<file path="src/rtl/dac_spi_serializer_if.sv">
// Sample-in / DAC-out bundle for dac_spi_serializer.
//   enable, sample_in, sample_stb : sample source side (driven by master)
//   dac_cs_n, dac_sclk, dac_mosi   : SPI pins toward the DAC (driven by slave)
//   busy, frame_done, drop_cnt     : status (driven by slave)
interface dac_spi_serializer_if #(
  parameter int M = 16
);
  logic         enable;
  logic [M-1:0] sample_in;
  logic         sample_stb;
  logic         dac_cs_n;
  logic         dac_sclk;
  logic         dac_mosi;
  logic         busy;
  logic         frame_done;
  logic [15:0]  drop_cnt;

  modport slave (
    input  enable, sample_in, sample_stb,
    output dac_cs_n, dac_sclk, dac_mosi, busy, frame_done, drop_cnt
  );

  modport master (
    output enable, sample_in, sample_stb,
    input  dac_cs_n, dac_sclk, dac_mosi, busy, frame_done, drop_cnt
  );
endinterface

</file>
<file path="src/rtl/dac_spi_serializer.sv">
// Serialises signed waveform samples into 24-bit SPI frames {CMD, offset-binary
// sample} for a DAC. A one-entry buffer decouples the sample strobe from the
// frame timing; overwritten samples are counted in a saturating drop counter.
// Ports:
//   clk  - rising-edge clock
//   rst  - asynchronous active-low reset
//   bus  - dac_spi_serializer_if.slave: enable/sample_in/sample_stb in,
//          dac_cs_n/dac_sclk/dac_mosi/busy/frame_done/drop_cnt out (all registered)
module dac_spi_serializer #(
  parameter int unsigned M       = 16,
  parameter int unsigned CLK_DIV = 2,
  parameter logic [7:0]  CMD     = 8'h30
) (
  input  logic                       clk,
  input  logic                       rst,
  dac_spi_serializer_if.slave        bus
);

  localparam int unsigned FW       = 8 + M;
  localparam logic [7:0]  DIV_LAST = 8'(CLK_DIV - 1);

  typedef enum logic [1:0] {IDLE, SETUP, SHIFT, HOLD} state_e;

  state_e         state_q, state_d;
  logic           buf_valid_q, buf_valid_d;
  logic [M-1:0]   buf_data_q, buf_data_d;
  logic [FW-1:0]  shreg_q, shreg_d;
  logic [4:0]     bit_cnt_q, bit_cnt_d;
  logic [7:0]     div_q, div_d;
  logic           cs_n_q, cs_n_d;
  logic           sclk_q, sclk_d;
  logic           busy_q, busy_d;
  logic           frame_done_q, frame_done_d;
  logic [15:0]    drop_cnt_q, drop_cnt_d;

  logic accept;
  logic load;
  logic div_last;

  always_comb begin
    state_d      = state_q;
    buf_valid_d  = buf_valid_q;
    buf_data_d   = buf_data_q;
    shreg_d      = shreg_q;
    bit_cnt_d    = bit_cnt_q;
    div_d        = div_q;
    cs_n_d       = cs_n_q;
    sclk_d       = sclk_q;
    drop_cnt_d   = drop_cnt_q;
    frame_done_d = 1'b0;

    accept   = bus.enable & bus.sample_stb;
    load     = (state_q == IDLE) & buf_valid_q & bus.enable;
    div_last = (div_q == DIV_LAST);

    // A strobe that lands on the load edge refills the buffer rather than
    // overwriting a pending sample, so it is not a drop.
    if (!bus.enable) begin
      buf_valid_d = 1'b0;
    end else if (accept) begin
      buf_valid_d = 1'b1;
      buf_data_d  = {~bus.sample_in[M-1], bus.sample_in[M-2:0]};
    end else if (load) begin
      buf_valid_d = 1'b0;
    end

    if (accept && buf_valid_q && !load && (drop_cnt_q != '1)) begin
      drop_cnt_d = drop_cnt_q + 16'd1;
    end

    // dac_mosi is the shift register MSB; shifting on each falling sclk edge
    // presents the next lower bit, and the register is empty by HOLD.
    unique case (state_q)
      IDLE: begin
        if (load) begin
          state_d = SETUP;
          shreg_d = {CMD, buf_data_q};
          cs_n_d  = 1'b0;
          div_d   = '0;
        end
      end
      SETUP: begin
        if (div_last) begin
          state_d   = SHIFT;
          div_d     = '0;
          sclk_d    = 1'b1;
          bit_cnt_d = 5'(FW - 1);
        end else begin
          div_d = div_q + 8'd1;
        end
      end
      SHIFT: begin
        if (!div_last) begin
          div_d = div_q + 8'd1;
        end else begin
          div_d = '0;
          if (sclk_q) begin
            sclk_d  = 1'b0;
            shreg_d = {shreg_q[FW-2:0], 1'b0};
          end else if (bit_cnt_q == '0) begin
            state_d = HOLD;
            cs_n_d  = 1'b1;
            shreg_d = '0;
          end else begin
            sclk_d    = 1'b1;
            bit_cnt_d = bit_cnt_q - 5'd1;
          end
        end
      end
      HOLD: begin
        if (div_last) begin
          state_d      = IDLE;
          div_d        = '0;
          frame_done_d = 1'b1;
        end else begin
          div_d = div_q + 8'd1;
        end
      end
      default: state_d = IDLE;
    endcase

    busy_d = (state_d != IDLE);
  end

  always_ff @(posedge clk or negedge rst) begin
    if (!rst) begin
      state_q      <= IDLE;
      buf_valid_q  <= 1'b0;
      buf_data_q   <= '0;
      shreg_q      <= '0;
      bit_cnt_q    <= '0;
      div_q        <= '0;
      cs_n_q       <= 1'b1;
      sclk_q       <= 1'b0;
      busy_q       <= 1'b0;
      frame_done_q <= 1'b0;
      drop_cnt_q   <= '0;
    end else begin
      state_q      <= state_d;
      buf_valid_q  <= buf_valid_d;
      buf_data_q   <= buf_data_d;
      shreg_q      <= shreg_d;
      bit_cnt_q    <= bit_cnt_d;
      div_q        <= div_d;
      cs_n_q       <= cs_n_d;
      sclk_q       <= sclk_d;
      busy_q       <= busy_d;
      frame_done_q <= frame_done_d;
      drop_cnt_q   <= drop_cnt_d;
    end
  end

  assign bus.dac_cs_n   = cs_n_q;
  assign bus.dac_sclk   = sclk_q;
  assign bus.dac_mosi   = shreg_q[FW-1];
  assign bus.busy       = busy_q;
  assign bus.frame_done = frame_done_q;
  assign bus.drop_cnt   = drop_cnt_q;

endmodule
</file>
<file path="src/flat_wrapper.sv">
// flat-port wrapper written by rule: the top's interface ports become plain ports
module dac_spi_serializer_flat 
#(
  parameter int unsigned M       = 16,
  parameter int unsigned CLK_DIV = 2,
  parameter logic [7:0]  CMD     = 8'h30
)
  (clk, rst, bus_enable, bus_sample_in, bus_sample_stb, bus_dac_cs_n, bus_dac_sclk, bus_dac_mosi, bus_busy, bus_frame_done, bus_drop_cnt);
  dac_spi_serializer_if #(.M(M)) bus_i ();
  input  logic clk;
  input  logic rst;
  input wire logic [$bits(bus_i.enable)-1:0] bus_enable;
  input wire logic [$bits(bus_i.sample_in)-1:0] bus_sample_in;
  input wire logic [$bits(bus_i.sample_stb)-1:0] bus_sample_stb;
  output wire logic [$bits(bus_i.dac_cs_n)-1:0] bus_dac_cs_n;
  output wire logic [$bits(bus_i.dac_sclk)-1:0] bus_dac_sclk;
  output wire logic [$bits(bus_i.dac_mosi)-1:0] bus_dac_mosi;
  output wire logic [$bits(bus_i.busy)-1:0] bus_busy;
  output wire logic [$bits(bus_i.frame_done)-1:0] bus_frame_done;
  output wire logic [$bits(bus_i.drop_cnt)-1:0] bus_drop_cnt;
  assign bus_i.enable = bus_enable;
  assign bus_i.sample_in = bus_sample_in;
  assign bus_i.sample_stb = bus_sample_stb;
  assign bus_dac_cs_n = bus_i.dac_cs_n;
  assign bus_dac_sclk = bus_i.dac_sclk;
  assign bus_dac_mosi = bus_i.dac_mosi;
  assign bus_busy = bus_i.busy;
  assign bus_frame_done = bus_i.frame_done;
  assign bus_drop_cnt = bus_i.drop_cnt;
  dac_spi_serializer #(.M(M), .CLK_DIV(CLK_DIV), .CMD(CMD)) u_core (.clk(clk), .rst(rst), .bus(bus_i));
endmodule
</file>
<file path="config.mk">
export PLATFORM = sky130hd
export DESIGN_NAME = dac_spi_serializer_flat
export DESIGN_NICKNAME = d
export VERILOG_FILES = /design/src/rtl/dac_spi_serializer_if.sv /design/src/rtl/dac_spi_serializer.sv /design/src/flat_wrapper.sv
export SDC_FILE = /design/constraint.sdc
export NUM_CORES = 1
export LEC_CHECK = 0
export CAP_MARGIN = 20
export CELL_PAD_IN_SITES_DETAIL_PLACEMENT = 1
export CELL_PAD_IN_SITES_GLOBAL_PLACEMENT = 2
export CORE_ASPECT_RATIO = 1.2
export CORE_MARGIN = 5
export CORE_UTILIZATION = 40
export CTS_CLUSTER_DIAMETER = 200
export CTS_CLUSTER_SIZE = 10
export DETAILED_ROUTE_END_ITERATION = 16
export GPL_TIMING_DRIVEN = 0
export PLACE_DENSITY = 0.92
export SETUP_SLACK_MARGIN = 0.2
export SYNTH_ARGS = -nofsm -noshare
export SYNTH_HDL_FRONTEND = slang
export SYNTH_SLANG_ARGS = --single-unit
export TNS_END_PERCENT = 20
</file>
<file path="constraint.sdc">
create_clock -name clk -period 3.77 [get_ports clk]
set_input_delay 0.377 -clock clk [delete_from_list [all_inputs] [get_ports clk]]
set_output_delay 0.377 -clock clk [all_outputs]
set_load 0.005 [all_outputs]
</file>
==> out/results.ini <==
[floorplan]
io-pin-count = 41
core_area_um2 = 9470
num_rows = 39
initial_core_util = 0.406
die-area_um2 = 11700
die_x_um = 99.5
die_h_um = 117

[min_path]
hold_path.class = reg -> reg

[logic_synthesis]
synth-async-reset-ratio = 1.00
yosysSeqAreaShare = 0.495
synth_flop_cell = dfrtp_1
synth_edf_count = 0
syn_inst = 347
ys_warn_count = 0
synth_nets = 377
syn_avg_cell_area_um2 = 11.1
synth_area_um2 = 3850
ys_ff_latch = 76
synth.distinct_cells = 56

[place]
placedCellCount = 511
gp_congestion = 0.771
pre_cts_slack_ns = 1.43
place_area_um2 = 4430
io_buffer_count = 40
place_hpwl_um = 6420

[global_routing]
grt_usage = 0.171
antenna_found_initial = 0
grt_overflow_total = 0
grt_pass1_vias = 3211
grt_max_degree = 51
grt_pass1_wl_um = 16100

[pwr]
switching_share = 0.297
peakVddDrop_mv = 0.322
cell_internal_pwr_w = 0.00199
power.net_switching_w = 0.000839
power_frac_clock = 0.343
p_leak_nw = 2.07
comb_power_share = 0.259
powerDensity_nw_per_um2 = 592
pwr-share-seq = 0.399

[drt]
num_vias = 2809
drtAntennaViolNets = 0
wl_met2_um = 4940
vias_per_cell = 5.32
wl_met1_um = 3910
routed_wl_um = 9380
drt-wirelength-per-cell_um = 17.8
top_layer_used = met4
dr_wl_met3_um = 331
drc = 0
firstDrtPassIters = 4
drt_iter0_drc = 103

[setup_path]
path_class = reg -> reg
path_max_fanout = 10
endpoint_kind = register
cp.required_ns = 3.99
cp-start-kind = register
cp_data_arrival_time_ns = 2.49

[clock_tree]
cts_tree = yes
clkLatencyLatePin_ns = 0.34
clock-sinks = 76
clock_path_buffers = 2
clock-root-buffer = clkbuf_16
post_cts_resized = 0
cts_buffers = 9
postCtsSetupBuffers = 0
path_clk_slew_ns = 0.06
htreeDepth = 3

[timing]
tns_ns = 0
period_share = 0.601
finalHoldViolCount = 0
min_period_ns = 2.26
rsz0062_at_grt = false
worstMarginPinSlew_ns = 0.704
slew_headroom = 0.527
maxSlewViolCount = 0
finClkSkew_ns = 0.00655
max_freq_mhz = 442
setup_ws_ns = 1.51
finalSetupViolations = 0

[final_layout]
stdcell_area_um2 = 4770
multi_input_area_um2 = 1770
syn_to_final_growth_pct = 24.0
final_cells = 528
nNetsFinal = 430
drive_gt1_frac = 0.173
antennaDiodeCount = 0
seqCellArea_um2 = 1900
fill_cells = 1026
final_util = 0.504

[run]
max-cap-violations = 0

[outcome]
outcome = complete, no violations

-- area by class of cell --
cell class                      count  area share
Clock buffer                       11      0.0530
Tap cell                          123      0.0323
Buffer                             11      0.0155
Sequential cell                    76       0.399
Clock inverter                      5      0.0173
Multi-Input combinational cell    234       0.371
Inverter                           26      0.0205
Timing Repair Buffer               42      0.0913
-- layout by cell type, fill, tap and decap left out, types with 10 or more instances in the layout --
cell type        Yosys  final
a21oi_1             10     10
nor2_1              10     10
mux2_4              14     14
nand2_1             39     39
inv_1               26     26
o21ai_0             23     23
dfrtp_1             75     75
clkdlybuf4s50_1      0     39
mux2_2              20     20
ha_1                10     10
nand3_1             10     10
-- power groups by stage --
stage	logic, W	clock network [W]	registers (W)
2_1_floorplan	0.000508	0	0.00109
3_3_place_gp	0.000688	0	0.00112
4_1_cts	0.000743	0.000988	0.00113
6_report	0.000731	0.000969	0.00113
3_5_place_dp	0.000723	0	0.00113
5_1_grt	0.000808	0.00102	0.00115
-- synthesized netlist by cell type (3+ instances only) --
cell      count  area (µm²)
o21a_1        5        37.5
nor3b_1       4        30.0
a31oi_1       5        31.3
mux2_4       14         210
dfrtp_1      75        1880
nand2b_1      5        31.3
mux2_2       20         225
nand2_1      39         146
nor2_1       10        37.5
nand3_1      10        50.1
xor2_1        5        43.8
o31ai_1       3        22.5
nand4_1       9        56.3
a22o_1        8        70.1
o21ai_0      23         115
clkbuf_1      7        26.3
ha_1         10         125
nor3_1        6        30.0
inv_1        26        97.6
xnor2_1       7        61.3
a21oi_1      10        50.1
and2_1        4        25.0
-- sequential cells by signal, indices dropped and copies added, names as in the netlist --
| signal | cells |
|---|---|
| u_core.buf_data_q | 16 |
| u_core.bit_cnt_q | 5 |
| u_core.buf_valid_q | 1 |
| u_core.bus.dac_cs_n | 1 |
| u_core.bus.frame_done | 1 |
| u_core.bus.busy | 1 |
| u_core.bus.dac_sclk | 1 |
| u_core.state_q | 2 |
| u_core.bus.drop_cnt | 16 |
| u_core.div_q | 8 |
| u_core.shreg_q | 24 |
-- final timing paths --
kind	from	endpoint	slack, ns	depth (start not counted)
max	u_core.state_q[0]	u_core.shreg_q[13]	1.51	6
min	u_core.bus.dac_cs_n	u_core.bus.dac_cs_n	0.49	2
max reg2reg	u_core.state_q[0]	u_core.shreg_q[13]	1.51	6
min reg2reg	u_core.bus.dac_cs_n	u_core.bus.dac_cs_n	0.49	2
max in group asynchronous	rst	u_core.bus.drop_cnt[7]	2.68	3
min in group asynchronous	rst	u_core.shreg_q[17]	0.51	2
-- worst max-delay path, stage by stage, from the launching register on --
cell,delay [ns]
dfrtp_1,0.40
inv_1,0.13
ha_1,0.30
clkbuf_1,0.35
clkbuf_1,0.46
o21ai_0,0.20
mux2_4,0.30
-- through the flow --
step,hold slack [ns],power (W)
final,0.487,0.00283
after global routing,0.520,0.00298
after CTS,0.493,0.00286
after detailed placement,0.328,0.00186
after global placement,0.465,0.00181
after floorplan,0.0814,0.00160
-- cell families (layout without fill, tap and decap cells) --
group	after synthesis	count (layout)	share of synthesized area
flops	76	76	0.495
buf+inv	37	95	0.0446
mux	34	34	0.113
xor+xnor	12	12	0.0273
fa+ha+maj	10	10	0.0325
compound gates	70	70	0.124
simple gates	108	108	0.163
-- repair_timing --
item | 4_1_cts | 5_1_grt
endpoints found under the setup margin | 0 | 0
endpoints found under the hold margin | 25 | 0
hold buffers | 1 | 0
-- routing by layer --
layer  up-vias  track usage
li1       1345            -
met1      1402        0.201
met2        45        0.300
met3        17       0.0374
met4         0       0.0683
met5         -            0
Note: power is estimated with default switching activity, not from simulation.
